**src/rtl/mult_pkg.sv**
```systemverilog
// Shared definitions for the multiplier product-accumulator slice:
// default widths and the accumulator control state encoding.
package mult_pkg;

  localparam int P_W_DEF   = 16;
  localparam int ACC_W_DEF = 24;
  localparam int LEN_W_DEF = 8;

  // 2'd3 is unreachable; the FSM decodes it back to IDLE.
  typedef enum logic [1:0] {
    ST_IDLE  = 2'd0,
    ST_ACCUM = 2'd1,
    ST_HOLD  = 2'd2
  } state_e;

endpackage

```
**src/rtl/sat_add_u.sv**
```systemverilog
// Combinational unsigned saturating adder: a + zero-extended b,
// clamped to all-ones with ovf=1 when the A_W-bit sum carries out.
module sat_add_u #(
  parameter int A_W = 24,
  parameter int B_W = 16
) (
  input  logic [A_W-1:0] a,
  input  logic [B_W-1:0] b,
  output logic [A_W-1:0] sum,
  output logic           ovf
);

  logic [A_W:0] full;

  assign full = {1'b0, a} + {{(A_W + 1 - B_W){1'b0}}, b};
  assign ovf  = full[A_W];
  assign sum  = ovf ? {A_W{1'b1}} : full[A_W-1:0];

endmodule

```
**src/rtl/mult_product_accumulator.sv**
```systemverilog
// Sums a burst of LEN unsigned products into a saturating accumulator and
// returns one registered sum per burst over a valid/ready result link.
module mult_product_accumulator
  import mult_pkg::*;
#(
  parameter int P_W   = P_W_DEF,
  parameter int ACC_W = ACC_W_DEF,
  parameter int LEN_W = LEN_W_DEF
) (
  input  logic             clk,
  input  logic             rst,
  input  logic             start,
  input  logic [LEN_W-1:0] len,
  input  logic             p_valid,
  output logic             p_ready,
  input  logic [P_W-1:0]   p_data,
  output logic             res_valid,
  input  logic             res_ready,
  output logic [ACC_W-1:0] res_data,
  output logic             res_ovf,
  output logic             busy
);

  state_e             state, state_nxt;
  logic [ACC_W-1:0]   acc, acc_sum;
  logic [LEN_W-1:0]   cnt;
  logic               ovf, add_ovf;
  logic               xfer;
  logic               last;

  sat_add_u #(.A_W(ACC_W), .B_W(P_W)) u_sat_add (
    .a   (acc),
    .b   (p_data),
    .sum (acc_sum),
    .ovf (add_ovf)
  );

  assign xfer = p_valid && (state == ST_ACCUM);
  assign last = (cnt == LEN_W'(1));

  // NOTE: sequential state uses non-blocking assignments so every register
  // samples pre-edge values, independent of block ordering in simulation.
  always_ff @(posedge clk or posedge rst) begin
    if (rst) state <= ST_IDLE;
    else     state <= state_nxt;
  end

  // NOTE: the default assignment first keeps this block latch-free even on
  // paths that do not mention state_nxt.
  always_comb begin
    state_nxt = state;
    case (state)
      ST_IDLE:  if (start) state_nxt = (len == '0) ? ST_HOLD : ST_ACCUM;
      ST_ACCUM: if (xfer && last) state_nxt = ST_HOLD;
      ST_HOLD:  if (res_ready) state_nxt = ST_IDLE;
      default:  state_nxt = ST_IDLE;
    endcase
  end

  // Accumulator, remaining-count and sticky overflow; all frozen in HOLD so
  // the presented result stays stable under backpressure.
  always_ff @(posedge clk or posedge rst) begin
    if (rst) begin
      acc <= '0;
      cnt <= '0;
      ovf <= 1'b0;
    end else if (state == ST_IDLE && start) begin
      acc <= '0;
      cnt <= len;
      ovf <= 1'b0;
    end else if (xfer) begin
      acc <= acc_sum;
      cnt <= cnt - LEN_W'(1);
      ovf <= ovf | add_ovf;
    end
  end

  assign p_ready   = (state == ST_ACCUM);
  assign res_valid = (state == ST_HOLD);
  assign busy      = p_ready | res_valid;
  assign res_data  = acc;
  assign res_ovf   = ovf;

endmodule
```
**config.mk**
```make
export PLATFORM = sky130hd
export DESIGN_NAME = mult_product_accumulator
export DESIGN_NICKNAME = d
export VERILOG_FILES = /design/src/rtl/mult_pkg.sv /design/src/rtl/sat_add_u.sv /design/src/rtl/mult_product_accumulator.sv
export SDC_FILE = /design/constraint.sdc
export NUM_CORES = 1
export LEC_CHECK = 0
export ABC_AREA = 0
export CAP_MARGIN = 10
export CORE_ASPECT_RATIO = 0.8
export CORE_MARGIN = 5
export CORE_UTILIZATION = 48
export CTS_BUF_LIST = sky130_fd_sc_hd__clkbuf_8
export CTS_CLUSTER_DIAMETER = 120
export CTS_CLUSTER_SIZE = 40
export DETAILED_ROUTE_END_ITERATION = 10
export PLACE_DENSITY = 0.79
export SETUP_SLACK_MARGIN = 0.4
export SYNTH_ARGS = -nofsm -noshare
export SYNTH_HDL_FRONTEND = slang
export SYNTH_SLANG_ARGS = --single-unit
```
**constraint.sdc**
```tcl
create_clock -name clk -period 2.4 [get_ports clk]
set_clock_uncertainty 0.2 [all_clocks]
set_input_delay 0.24 -clock clk [delete_from_list [all_inputs] [get_ports clk]]
set_output_delay 0.24 -clock clk [all_outputs]
set_load 0.01 [all_outputs]
```
; After elaboration in Yosys (flattened, before gate mapping)
; Cells that the tools add are included.
[word_totals]
reg_bits = 35
latchBits = 0
ram_bits = 0
rom_bits = 0
output_inout_bits = 28
word_cells = 33
memories = 0
[op_classes]
add_sub_neg = 2
multipliers = 0
div_mod_pow = 0
magnitude_cmp = 0
eq_ne = 6
shifts = 0
n_mux = 12
bitwise = 2
reduce_logical = 7
[ops]
columns = op, n
row1 = $mux 24, 3
row2 = $add 24x16->25, 1
row3 = $mux 8, 2
row4 = $eq 8x1->1 const B, 1
row5 = $logic_not 8->1, 1
row6 = $mux 2, 4
row7 = $sub 8x1->8 const B, 1
row8 = $pmux 2 s3, 1
row9 = $ne 2x1->1 const B, 2
row10 = $logic_and 1x1->1, 3
row11 = $reduce_and 3->1, 1
row12 = $eq 2x1->1 const B, 1
row13 = $eq 2x2->1 const B, 1
row14 = $logic_not 2->1, 1
row15 = $mux 1, 2
row16 = $ne 2x2->1 const B, 1
row17 = $or 1x1->1, 2
row18 = $reduce_bool 2->1, 1

; Logic depth before layout (Yosys ltp)
; Gate-level depths: netlist of the first run.
[logic_depth]
depth_word = 5
depth_mapped = 10

; By module
; Synthesis of the first run repeated with hierarchy kept, for this count alone.
[unflattened]
hier_cells = 352
hier_area_um2 = 2801.4
[modules_own_cells]
columns = mod, n_inst, cells_per_inst, area_per_inst_um2
row1 = mult_product_accumulator, 1, 177, 1605.3
row2 = sat_add_u, 1, 175, 1196.1

; Least setup slack after synthesis of the first run
; OpenSTA, ideal clock, no wires.
[synth_timing]
path_kind = flip-flop to flip-flop
start = register acc[0], in the netlist res_data[0]
end = register acc[18], in the netlist res_data[18]
setup_time_ps = 136
arrival_time_ps = 2360
slack_ps = -296
path_stages_with_launch = 10
path_buffers = 0
cell_sequence = dfrtp_1 ha_1 fa_1 a211oi_1 nor3b_1 nand4bb_1 nand4_2 a21oi_4 o41ai_1 a21oi_1
[synth_via]
elab_chain_len = 4
[synth_rtl]
columns = item, line_no
row1 = "start, declared", mult_product_accumulator.sv:25  ; logic [ACC_W-1:0] acc, acc_sum;
row2 = "start signal, assigned", mult_product_accumulator.sv:72  ; acc <= acc_sum;
row3 = $add 24x16->25, sat_add_u.sv:15  ; assign full = {1'b0, a} + {{(A_W + 1 - B_W){1'b0}}, b};
row4 = $mux 24, sat_add_u.sv:17  ; assign sum = ovf ? {A_W{1'b1}} : full[A_W-1:0];
row5 = $mux 24, mult_product_accumulator.sv:71  ; end else if (xfer) begin
row6 = $mux 24, mult_product_accumulator.sv:67  ; end else if (state == ST_IDLE && start) begin
; No other way between the ends. The select of a mux whose other input is x is not followed.
; A chain may end at the register's enable or synchronous reset.

; Final worst setup path of the first run
[layout_timing]
start = register acc[11], in the netlist res_data[11]
end = register acc[18], in the netlist res_data[18]
; Same word-level chain as after synthesis.

==> results.yml, run 1 <==
floorplan:
  ios: 57
  die_x_um: 94.0
  die_height_um: 77.2
  initial_utilization_pct: 49.6
  die_area_um2: 7260
  fp-row-count: 24
  coreArea_um2: 5470
clock_network:
  cts_made_buffers: 5
  clock-sinks: 35
  cts_hold_buffers: 0
  cts_tree: "done"
  htreeDepth: 2
  clock_latency_ns: 0.30
  cts_root_buf: "clkbuf_8"
  cts.path.max_buffers: 2
  clkTransAtPathRegs_ns: 0.08
synth:
  synth_edf_count: 0
  syn_nets: 369
  syn_inst: 318
  synthArstFlopShare_pct: 100
  syn-cell-area_um2: 2710
  ys_top_cells_by_area: "dfrtp_1, ha_1, o21ai_0"
  synth_top_cells_by_count: "dfrtp_1, nor2_1, o21ai_0, a21oi_1, nand2_1"
  synth.largest_area_cell: "dfrtp_1"
  ys_ff_latch: 35
  synth_flop_cell: "dfrtp_1"
  synth_cell_types: 57
  yosys_warnings: 0
  seq_area_frac_synth_pct: 32.3
  synth.most_common_cell: "dfrtp_1"
  synth_top_area_share_pct: 32.3
  synth.avg_cell_area_um2: 8.53
power:
  peakVddDrop_mv: 0.540
  power_density_nw_per_um2: 957
  p_leak_nw: 1.84
  finalPower_mw: 4.11
worst_setup_path:
  timing.rr.end: "res_data[18]"
  startpoint_type: "flip-flop"
  worstSetupEndpoint: "res_data[18]"
  critPathRequiredTime_ns: 2.38
  crit_type: "reg -> reg"
  crit_start: "res_data[11]"
  critical_path_arrival_ns: 2.60
  r2r_cells: 9
  worst_setup_path_end_kind: "flip-flop"
  cp_max_fo: 3
  timing.rr.start: "res_data[11]"
  r2r_slack_ns: -0.23
timing:
  holdWs_ns: 0.150
  hold_viol: 0
  setup_slack_ns: -0.225
  finalSetupViolations: 25
  rsz0062_at_grt: "yes"
  max_slew.worst_pin.slew_ns: 0.664
  min_period_over_period_pct: 109
  maxSlewHeadroom_pct: 55.6
  slew_viol_final: 0
  fmax_ghz: 0.381
  finalCriticalPeriod_ns: 2.63
  setup_tns_ns: -3.22
place:
  dp_hpwl_mm: 5.80
  routabilityCongestion: 0.819
  placed_cell_area_um2: 3790
  dp.cells: 493
  numPortBuffers: 56
layout:
  design_area_um2: 4290
  fin_cells: 517
  diodes: 0
  nets: 489
  num-fill-cells: 373
  post_route_cells_drive_above_1_share_pct: 31.0
  areaGrowthSynthToFinish_pct: 58.3
global_route:
  track_usage_pct: 26.0
  grt_max_degree: 36
  antenna_found_initial: 0
  grt_overflow_total: 0
  grt_pass1_vias: 3145
  grt_pass1_wl_mm: 15.1
min_path:
  holdCritPathClass: "in -> async"
run_status:
  run_status: "complete, but fails checks"
  violations: "setup timing"
detailed_routing:
  drt_first_pass_iters: 5
  drt_iter0_markers: 170
  drc: 0
  vias: 3073
  ant_nets: 0
  wirelength_mm: 9.23
  avgViaCountPerCell: 5.94
  wire_per_inst_um: 17.9
job:
  cap_violations: 0
-- placed cells by master (no fill, tap or decap), types with 3 or more instances in the layout --
cell type	instances
xor2_1	11
nor3_2	11
o21a_1	4
a21o_1	8
buf_6	4
dfrtp_1	34
o21ai_0	28
clkdlybuf4s50_1	52
o21ai_1	4
xnor2_1	9
ha_1	13
a21oi_1	19
a211oi_2	3
clkbuf_8	5
ha_4	8
buf_4	63
nand3_1	4
nor3_1	5
a31oi_1	5
nor4_1	5
dlygate4sd2_1	4
inv_1	8
clkinv_2	3
nor2_1	34
a21oi_2	8
nand2_1	23
nand3b_1	3
and2_1	3
-- routing by layer --
| metal | global-route usage [%] | share of wire, % | vias up |
|---|---|---|---|
| met4 | 6.93 | 2.1 | 0 |
| met2 | 43.4 | 49 | 127 |
| met1 | 34.2 | 42 | 1511 |
| met5 | 0 | 0 | - |
| met3 | 5.28 | 6.8 | 21 |
| li1 | - | - | 1414 |
-- worst max-delay path, cell delays in order, from the launching register on --
cell and delay, ns:
dfrtp_1 0.42, ha_4 0.30, nand2_4 0.05, or3_4 0.38, a311oi_4 0.35, buf_4 0.20, nand2_4 0.05, and3_4 0.14
o41ai_2 0.31, a21oi_1 0.10
-- report_power, final --
part           internal, mW  switching, mW
clock network         0.199          0.249
logic                  1.36           1.33
registers             0.773          0.204
total                  2.33           1.78
-- flip-flops by register name, indices dropped and copies added, names as in the netlist --
signal,cells
state,2
res_ovf,1
res_data,24
cnt,8
-- cell families (layout without fill, tap and decap cells) --
| group | after synthesis | in the layout | synth area share [%] |
|---|---|---|---|
| compound gates | 102 | 103 | 23.7 |
| xor+xnor | 20 | 20 | 6.46 |
| fa+ha+maj | 22 | 22 | 10.4 |
| buf+inv | 23 | 143 | 5.58 |
| flops | 35 | 35 | 32.3 |
| simple gates | 116 | 116 | 21.5 |
-- cell type report --
| type | count | area, µm² | area share (%) |
|---|---|---|---|
| sequential | 35 | 877 | 20.4 |
| tap | 78 | 97.6 | 2.27 |
| timing repair buffer | 126 | 1150 | 26.7 |
| multi-input combinational | 261 | 2050 | 47.8 |
| inverter | 9 | 33.8 | 0.787 |
| clock inverter | 3 | 15.0 | 0.350 |
| clock buffer | 5 | 68.8 | 1.60 |
-- timing repair --
action	in CTS	in global routing
cloned	2	0
resized for setup	46	17
buffers inserted	8	6
endpoints found under the setup margin	32	31
pin swaps	21	13
-- how the worst min path moves through the flow --
stage               startpoint     endpoint  slack (ns)  cells after the start
floorplan               len[0]       cnt[0]        0.16                      2
global placement       res_ovf      res_ovf        0.29                      2
detailed placement     res_ovf      res_ovf        0.30                      2
CTS                        rst  res_data[2]        0.17                      3
global route               rst      res_ovf        0.19                      3
finish                     rst  res_data[2]        0.15                      3
-- through the flow --
step                      util [%]  worst slack, ns
after global placement        69.3           -0.421
after CTS                     76.4           -0.110
after detailed placement      69.3           -0.486
after floorplan                  -          -0.0634
final                         78.5           -0.225
after global routing          78.5           -0.265
Power figures use the tool's default switching activity.
==> inputs of run 2 (changes only) <==
CORE_UTILIZATION = 47   (was 48)
CTS_BUF_LIST = sky130_fd_sc_hd__clkbuf_8 sky130_fd_sc_hd__clkbuf_16   (was sky130_fd_sc_hd__clkbuf_8)
PLACE_DENSITY = 0.77   (was 0.79)
==> run 2 against run 1 <==
The flow still finishes with violations (setup timing); power is 1.5% lower; via count is 1.9% lower; largest cell class unchanged; clock-buffer cell count is 2 higher; die area is 1.9% higher; final area is 0.82% lower.
==> results.yml, run 2 (synthesized netlist as in run 1, its figures left out) <==
run_status:
  run_status: "complete, but fails checks"
  violations: "setup timing"
layout:
  fin_cells: 518
  post_route_cells_drive_above_1_share_pct: 29.1
  areaGrowthSynthToFinish_pct: 57.0
  final_common_cell: "buf_4"
  num-fill-cells: 406
  largest_register_ffs: 24
  layout_common_cells: "buf_4, clkdlybuf4s50_1, nor2_1, dfrtp_1, o21ai_0"
  diodes: 0
  seqCellArea_um2: 877
  utilization_pct: 77.0
  multiInputGateArea_um2: 2020
  nets: 490
worst_setup_path:
  critPathRequiredTime_ns: 2.38
  worst_setup_path_end_kind: "flip-flop"
  cp_max_fo: 3
  startpoint_type: "flip-flop"
  critical_path_arrival_ns: 2.60
  crit_type: "reg -> reg"
detailed_routing:
  avgViaCountPerCell: 5.82
  wirelength_mm: 8.50
  drc: 0
  vias: 3016
  drt_iter0_markers: 233
  wire_per_inst_um: 16.4
  ant_nets: 0
  drt_first_pass_iters: 5
global_route:
  grt_max_degree: 36
  grt_pass1_wl_mm: 13.4
  track_usage_pct: 22.7
  antenna_found_initial: 0
  grt_pass1_vias: 2936
  grt_overflow_total: 0
floorplan:
  initial_utilization_pct: 49.1
  coreArea_um2: 5530
  ios: 57
  fp-row-count: 24
  die_x_um: 94.9
  die_area_um2: 7400
  die_height_um: 77.9
clock_network:
  cts.path.max_buffers: 2
  cts_root_buf: "clkbuf_8"
  clock_latency_ns: 0.31
  cts_tree: "done"
  cts_made_buffers: 5
  clock-sinks: 35
  htreeDepth: 2
  clkTransAtPathRegs_ns: 0.08
timing:
  max_slew.worst_pin.slew_ns: 0.463
  min_period_over_period_pct: 109
  maxSlewHeadroom_pct: 69.2
  finalSetupViolations: 25
  fmax_ghz: 0.382
  finalCriticalPeriod_ns: 2.62
  hold_viol: 0
  setup_slack_ns: -0.220
  slew_viol_final: 0
  rsz0062_at_grt: "yes"
job:
  cap_violations: 0
place:
  pre_cts_slack_ns: -0.503
  dp.cells: 496
  routabilityCongestion: 0.891
  dp_hpwl_mm: 5.75
  numPortBuffers: 56
power:
  peakVddDrop_mv: 0.588
  p_clk_share_pct: 12.2
  p_leak_nw: 1.84
  comb_power_share_pct: 64.0
  pwr-share-seq_pct: 23.8
  swShare_pct: 42.0
  power_density_nw_per_um2: 951
  intPower_mw: 2.35
  switchingPower_mw: 1.70
  finalPower_mw: 4.05
min_path:
  holdCritPathClass: "in -> async"
run 2: cell count changes in the layout (fill, tap and decap cells not counted), moves of 2 or more:
cell,previous run,this run
nor3_2,11,6
nor3_1,5,10
clkinv_2,3,0
buf_4,63,66
a21oi_1,19,21
o21ai_0,28,30
clkbuf_8,5,7
a21oi_2,8,6
run 2: worst paths after layout:
check,end,slack (ns),depth (start not counted),from
worst max register to register,res_data[18],-0.22,8,res_data[10]
worst max-delay path,res_data[18],-0.22,8,res_data[10]
max in group asynchronous,res_data[1],1.53,3,rst
worst min register to register,res_ovf,0.34,2,res_ovf
min in group clk,res_data[0],0.29,4,p_data[0]
worst min-delay path,res_data[1],0.13,3,rst
run 2: metal layers:
metal / track usage (%) / part of all wire [%] / vias up
met5: 0 / 0 / -
met4: 7.64 / 2.3 / 0
met3: 5.22 / 7.1 / 21
met2: 37.4 / 47 / 131
met1: 29.3 / 43 / 1450
li1: - / - / 1414
run 2: cell type report:
cell class                      count  area share [%]
Tap cell                           78            2.29
Clock inverter                      1          0.0882
Multi-Input combinational cell    261            47.4
Clock buffer                        7            2.26
Timing Repair Buffer              127            26.5
Inverter                            9           0.794
Sequential cell                    35            20.6
run 2: worst max-delay path, stage by stage (launching register included):
cell	delay, ns
dfrtp_1	0.41
ha_4	0.29
nand2_4	0.05
or3_4	0.38
a311oi_4	0.41
nand2_2	0.12
and3_4	0.17
o41ai_2	0.34
a21oi_1	0.12
run 2: through the flow:
stage               hold WS [ns]  cell area [µm²]  setup TNS [ns]
floorplan                  0.157             2830          -0.955
global placement           0.329             3820          -10.01
detailed placement         0.326             3820          -11.17
CTS                        0.148             4070           -2.78
global route               0.175             4260           -6.72
finish                     0.128             4260           -3.85
run 2: power groups by stage:
stage                     registers (mW)  clock network, mW  logic [mW]
final                              0.963              0.495        2.59
after global routing               0.982              0.525        2.82
after CTS                          0.951              0.493        2.36
after detailed placement           0.948                  0        2.20
after global placement             0.942                  0        2.14
after floorplan                    0.980                  0        1.27
run 2: timing repair:
item	4_1_cts	5_1_grt
endpoints found under the setup margin	30	30
pin swaps	8	18
cloned	1	0
buffers inserted	4	9
resized for setup	21	28
hold buffers	0	0
